[src/rtl/pc_unit.sv]
// pc_unit: fetch-address generator for the F stage.
// Handles sequential fetch, branch/jump redirects, exception and ERET redirects,
// and a pending-redirect register. A branch taken during a stall is held there
// until the stall releases, so that branch is not lost.
// adel flags fetch addresses that are misaligned or outside the instruction window.
module pc_unit #(
    parameter int unsigned ADDR_W     = 32,
    parameter logic [31:0] RESET_PC   = 32'h0000_3000,
    parameter logic [31:0] EXC_VECTOR = 32'h0000_4180,
    parameter logic [31:0] IMEM_BASE  = 32'h0000_3000,
    parameter int unsigned IMEM_BYTES = 16384
) (
    input  logic              clk,
    input  logic              reset,
    input  logic              stall,
    input  logic              m_stall,
    input  logic              change,
    input  logic [ADDR_W-1:0] npc,
    input  logic              exc_req,
    input  logic              eret_req,
    input  logic [ADDR_W-1:0] epc,
    output logic [ADDR_W-1:0] pc,
    output logic [ADDR_W-1:0] pc_4add,
    output logic              adel,
    output logic              redirect_pending
);

    localparam logic [ADDR_W-1:0] LP_RESET_PC = ADDR_W'(RESET_PC);
    localparam logic [ADDR_W-1:0] LP_EXC_VEC  = ADDR_W'(EXC_VECTOR);
    // Window bounds carry one extra bit so base + size cannot overflow.
    localparam logic [ADDR_W:0]   LP_LO       = (ADDR_W + 1)'(IMEM_BASE);
    localparam logic [ADDR_W:0]   LP_HI       = LP_LO + (ADDR_W + 1)'(IMEM_BYTES);

    logic [ADDR_W-1:0] r_pc;
    logic              r_pend_valid;
    logic [ADDR_W-1:0] r_pend_target;

    logic              w_hold;
    logic [ADDR_W-1:0] w_pc_plus4;
    logic [ADDR_W-1:0] w_pc_nxt;
    logic              w_pend_valid_nxt;
    logic [ADDR_W-1:0] w_pend_target_nxt;
    logic [ADDR_W:0]   w_pc_ext;

    assign w_hold     = stall | m_stall;
    assign w_pc_plus4 = r_pc + ADDR_W'(4);
    assign w_pc_ext   = {1'b0, r_pc};

    // Next-state selection. Exception and ERET redirects ignore any stall.
    // A live branch target takes precedence over a pending one.
    always_comb begin
        w_pc_nxt          = r_pc;
        w_pend_valid_nxt  = r_pend_valid;
        w_pend_target_nxt = r_pend_target;
        if (exc_req) begin
            w_pc_nxt         = LP_EXC_VEC;
            w_pend_valid_nxt = 1'b0;
        end else if (eret_req) begin
            w_pc_nxt         = epc;
            w_pend_valid_nxt = 1'b0;
        end else if (w_hold) begin
            if (change) begin
                w_pend_target_nxt = npc;
                w_pend_valid_nxt  = 1'b1;
            end
        end else if (change) begin
            w_pc_nxt         = npc;
            w_pend_valid_nxt = 1'b0;
        end else if (r_pend_valid) begin
            w_pc_nxt         = r_pend_target;
            w_pend_valid_nxt = 1'b0;
        end else begin
            w_pc_nxt = w_pc_plus4;
        end
    end

    // PC and pending-redirect registers. Reset is asynchronous and active-low.
    always_ff @(posedge clk or negedge reset) begin
        if (!reset) begin
            r_pc          <= LP_RESET_PC;
            r_pend_valid  <= 1'b0;
            r_pend_target <= '0;
        end else begin
            r_pc          <= w_pc_nxt;
            r_pend_valid  <= w_pend_valid_nxt;
            r_pend_target <= w_pend_target_nxt;
        end
    end

    assign pc               = r_pc;
    assign pc_4add          = w_pc_plus4;
    assign redirect_pending = r_pend_valid;
    assign adel             = (r_pc[1:0] != 2'b00) | (w_pc_ext < LP_LO) | (w_pc_ext >= LP_HI);

endmodule

[config.mk]
export PLATFORM = sky130hd
export DESIGN_NAME = pc_unit
export DESIGN_NICKNAME = d
export VERILOG_FILES = /design/src/rtl/pc_unit.sv
export SDC_FILE = /design/constraint.sdc
export NUM_CORES = 1
export LEC_CHECK = 0
export ABC_CLOCK_PERIOD_IN_PS = 2400
export BUFFER_PORTS_ARGS = -buffer_cell sky130_fd_sc_hd__buf_2
export CAP_MARGIN = 20
export CORE_MARGIN = 5
export CORE_UTILIZATION = 46
export DETAILED_ROUTE_END_ITERATION = 6
export MAX_ROUTING_LAYER = met4
export PLACE_DENSITY = 0.77
export SETUP_SLACK_MARGIN = 0.05
export SYNTH_ARGS = -nofsm -noshare
export SYNTH_HDL_FRONTEND = slang
export SYNTH_SLANG_ARGS = --single-unit
[constraint.sdc]
create_clock -name clk -period 2.4 [get_ports clk]
set_input_delay 0.24 -clock clk [delete_from_list [all_inputs] [get_ports clk]]
set_output_delay 0.24 -clock clk [all_outputs]
set_load 0.01 [all_outputs]
==> results <==
- Setup violations remaining at the end of the flow were counted as 16.
- The critical path required time is 2.16 ns.
- After synthesis, the largest family of logic cells by area is compound AO/OA/AOI/OAI gates.
- Once layout is done, the placed cells without fillers occupy 0.00591 mm2.
- The worst setup path is launched from a flip-flop.
- In this run the power density over the cells is 550 mW/mm2.
- The worst hold path stage count is 2.
- The first detailed-routing pass took 7 iterations.
- The count of warnings emitted by yosys is 0.
- The flip-flop cell with the highest count after synthesis is dfrtp_1.
- When the netlist entered floorplanning its net count stood at 519.
- The tightest min-delay check is of the primary input to flip-flop type.
- The fraction of layout cells with a size suffix above 1 is 48.6%.
- From left edge to right edge, the die measures 105 um.
- The normalized max-slew margin is 49.8%.
- The synthesized netlist contains 62 unique library cells.
- The first-pass GRT wire length is 24,900 um.
- The number of antenna diodes in the final layout is 0.
- The clock arrives with 0.0126 ns of skew.
- After Yosys synthesis, XOR and XNOR cells account for 5.74% of the synthesized area.
- The final core area utilization is 67.8%.
- The worst setup path is of the flip-flop to primary output kind.
- In the routed layout, each cell is associated on average with a via count of 6.66.
- Setup repair after global routing could not meet its margin everywhere.
- The worst path in the final design needs a cycle of 2.69 ns, including I/O delays and setup.
- The arrival time reported for the critical path endpoint is 2.45 ns.
- The number of nets in the final layout is 706.
- In the synthesized netlist the async set-or-reset flop fraction comes to 100%.
- The initial antenna violation count came to 0.
- The global router's overall resource usage is 28.8%.
- The fmax is 372 MHz.
- The final reports fail on design-rule violations, negative setup slack.
- The number of global-route vias before repair is 4,721.
- Of the available clock period, the critical path in the final layout requires 112%.
- Counting flops with a built-in enable in the synthesized netlist gives 0.
- In this run the standard cell core region covers 0.00872 mm2.
- The synthesized area per cell is 9.24 um2.
- The wire-length estimate of the detail-placed layout is 11,000 um.
- Sequential cells were found to cover 39.5% of the synthesized design area.
- The area fraction in compound gates after synthesis is 21.9%.
- In the post-route analysis, the smallest setup slack over all paths is -0.289 ns.
- Counting every sink on the clock net gives 65.
- Setup total negative slack on the finished layout was measured at -2.53 ns.
- Across all layers, the routed design uses 4,965 vias.
- The setup slack after placement is 0.0602 ns.
- The clock tree from TritonCTS is built.
- For the pin with the worst max-slew slack, the measured transition is 0.753 ns.
- Summing all placed instances gives a cell area of 0.00515 mm2.
- The longest clock path from root to sink contains 2 buffers.
- The capturing element type of the critical path is a primary output.
- The flow ran to the end, but the final reports show violations.
- The library cell used as clock root buffer is clkbuf_8.
- The post-route total power is 0.00325 W.
- The aggregate global routing overflow is 0.
- The detailed-route DRC error count is 2.
- The number of slew-limit violations in the final report is 0.
- During I/O placement, the number of pins put on the boundary was 137.
- After Yosys synthesis, and, or, nand and nor cells account for 17.4% of the synthesized area.
- The routed wire length is 16,800 um.
- The clock tree synthesis step divided the H-tree into 3 levels.
- The mux cell area share after synthesis is 9.47%.
- Across the VDD grid, the largest voltage drop is 0.341 mV.
- The analysis attributes to cell leakage a power of 2.81 nW.
- The count of buffers added on input and output ports is 136.
- The die footprint is 0.0109 mm2.
- Across the run, the number of max-cap violations was 0.
- The global placement routability congestion is 0.983.
- The number of antenna-violating nets in the routed design is 0.
- Counting cells, the worst reg-to-reg path comes to 10.
- The die height is 105 um.
- Of all nets on the critical path, the largest fanout is 6.
- After detailed routing, the average wire length per cell comes to 22.5 um.
- TritonCTS created 9 clock buffers.
- The count of mapped cells out of synthesis is 446.
- After clock tree synthesis, the clock-pin slew on the worst setup and hold paths is 0.07 ns.
- In this run, the number of DRC markers left after iteration 0 of detailed routing was 693.
- Of the total synthesized cell area, the portion taken by full adders, half adders and majority gates is 0.607%.
- The count of final hold-check violations came to 0.
- The number of storage elements in the synthesis netlist is 65.
- The post-synth design cell area is 0.00412 mm2.
- The starting utilization of the core area is 47.2%.
- Clock latency on the worst-skew pair, taken at its later pin, is 0.35 ns.
- The layout overhead on the synthesized area is 43.5%.
- The largest net degree at the start of global routing is 40.
- The total number of placement rows is 34.
power breakdown:
part / switching, W / internal (W) / leakage (nW) / total [W]
combinational: 0.000459 / 0.000395 / 1.91 / 0.000854
clock: 0.000442 / 0.000588 / 0.0978 / 0.00103
sequential: 0.000115 / 0.00126 / 0.795 / 0.00137
layout by cell type (no fill, tap or decap), types with 5 or more instances in the layout:
master,synthesis,final
or4_4,3,6
o31ai_1,8,8
a221o_1,7,7
xor2_2,0,6
mux2_2,32,32
o22ai_1,5,5
nand2_1,22,20
nor4_1,14,7
xnor2_1,12,10
nor3_1,13,11
xor2_1,15,9
buf_2,1,134
or3_1,6,5
nor2_1,30,26
nand3_1,12,10
buf_4,2,68
nand2b_1,6,6
dfrtp_1,63,60
buf_6,0,11
inv_1,17,17
a221oi_1,11,11
clkbuf_8,0,9
o2bb2ai_1,9,9
nor4_4,0,6
nand4_1,7,7
a21oi_1,28,28
o21ai_0,23,23
critical path, cell delays in order (launching register included):
cell and delay, ns:
dfstp_2 0.57, nand4_4 0.14, or4_4 0.60, buf_6 0.18
nor4_4 0.24, xor2_1 0.21, buf_2 0.17
registers in the layout, summed over array words and instances, names as in the netlist:
| name | count |
|---|---|
| pc | 32 |
| redirect_pending | 1 |
| r_pend_target | 32 |
stage by stage:
stage	std cells	hold slack [ns]
after floorplan	446	-0.0556
after global placement	697	0.313
after detailed placement	697	0.337
after CTS	731	0.124
after global routing	746	0.134
final	746	0.137
worst paths after layout:
check	startpoint	endpoint	slack, ns
worst max-delay path	pc[12]	pc_4add[25]	-0.29
max in group asynchronous	reset	pc[12]	1.17
worst min-delay path	npc[7]	r_pend_target[7]	0.14
min in group asynchronous	reset	pc[29]	0.49
worst max register to register	pc[12]	pc[27]	-0.18
worst min register to register	r_pend_target[7]	r_pend_target[7]	0.51
synthesized netlist by cell type, types with 3 or more instances:
cell       count  share of area, %
dfrtp_1       63                38
clkbuf_1      33               3.0
mux2_2        32               8.7
nor2_1        30               2.7
a21oi_1       28               3.4
o21ai_0       23               2.8
nand2_1       22               2.0
inv_1         17               1.5
xor2_1        15               3.2
nor4_1        14               2.1
nor3_1        13               1.6
nand3_1       12               1.5
xnor2_1       12               2.6
a221oi_1      11               2.3
o2bb2ai_1      9               1.9
o31ai_1        8               1.5
a221o_1        7               1.7
nand4_1        7               1.1
nand2b_1       6              0.91
or2_2          6              0.91
or3_1          6              0.91
o22ai_1        5              0.76
a22oi_1        4              0.73
a31oi_1        4              0.61
buf_1          3              0.27
mux2i_1        3              0.73
o211ai_1       3              0.55
or4_1          3              0.55
or4_4          3              0.82
what timing repair did:
item,CTS,global route
setup endpoints to repair,17,21
hold buffers,1,0
pin swaps,18,18
resized for setup,35,25
hold endpoints to repair,25,0
buffers inserted,18,15
per-layer routing:
metal / global-route usage [%] / vias to the layer above / share of wire, %
met3: 6.29 / 108 / 13
met2: 43.1 / 475 / 46
li1: - / 2041 / -
met4: 13.4 / 0 / 5.6
met5: - / - / 0
met1: 37.2 / 2341 / 36
logic make-up after synthesis:
logic type | after synthesis
and+or+nand+nor | 133
AOI/OAI and AO/OA | 128
DFF | 65
buffers and inverters | 56
muxes | 35
xor gates and xnor gates | 27
adders and majority gates | 2
cell type report:
class                      instances  area, um2
timing repair buffer             215       1340
sequential                        65       1630
fill                             634       2810
tap                              108        135
multi-input combinational        325       2540
inverter                          17       63.8
clock inverter                     3       67.6
clock buffer                      13        139
No activity file was read; power rests on OpenSTA's default activity.
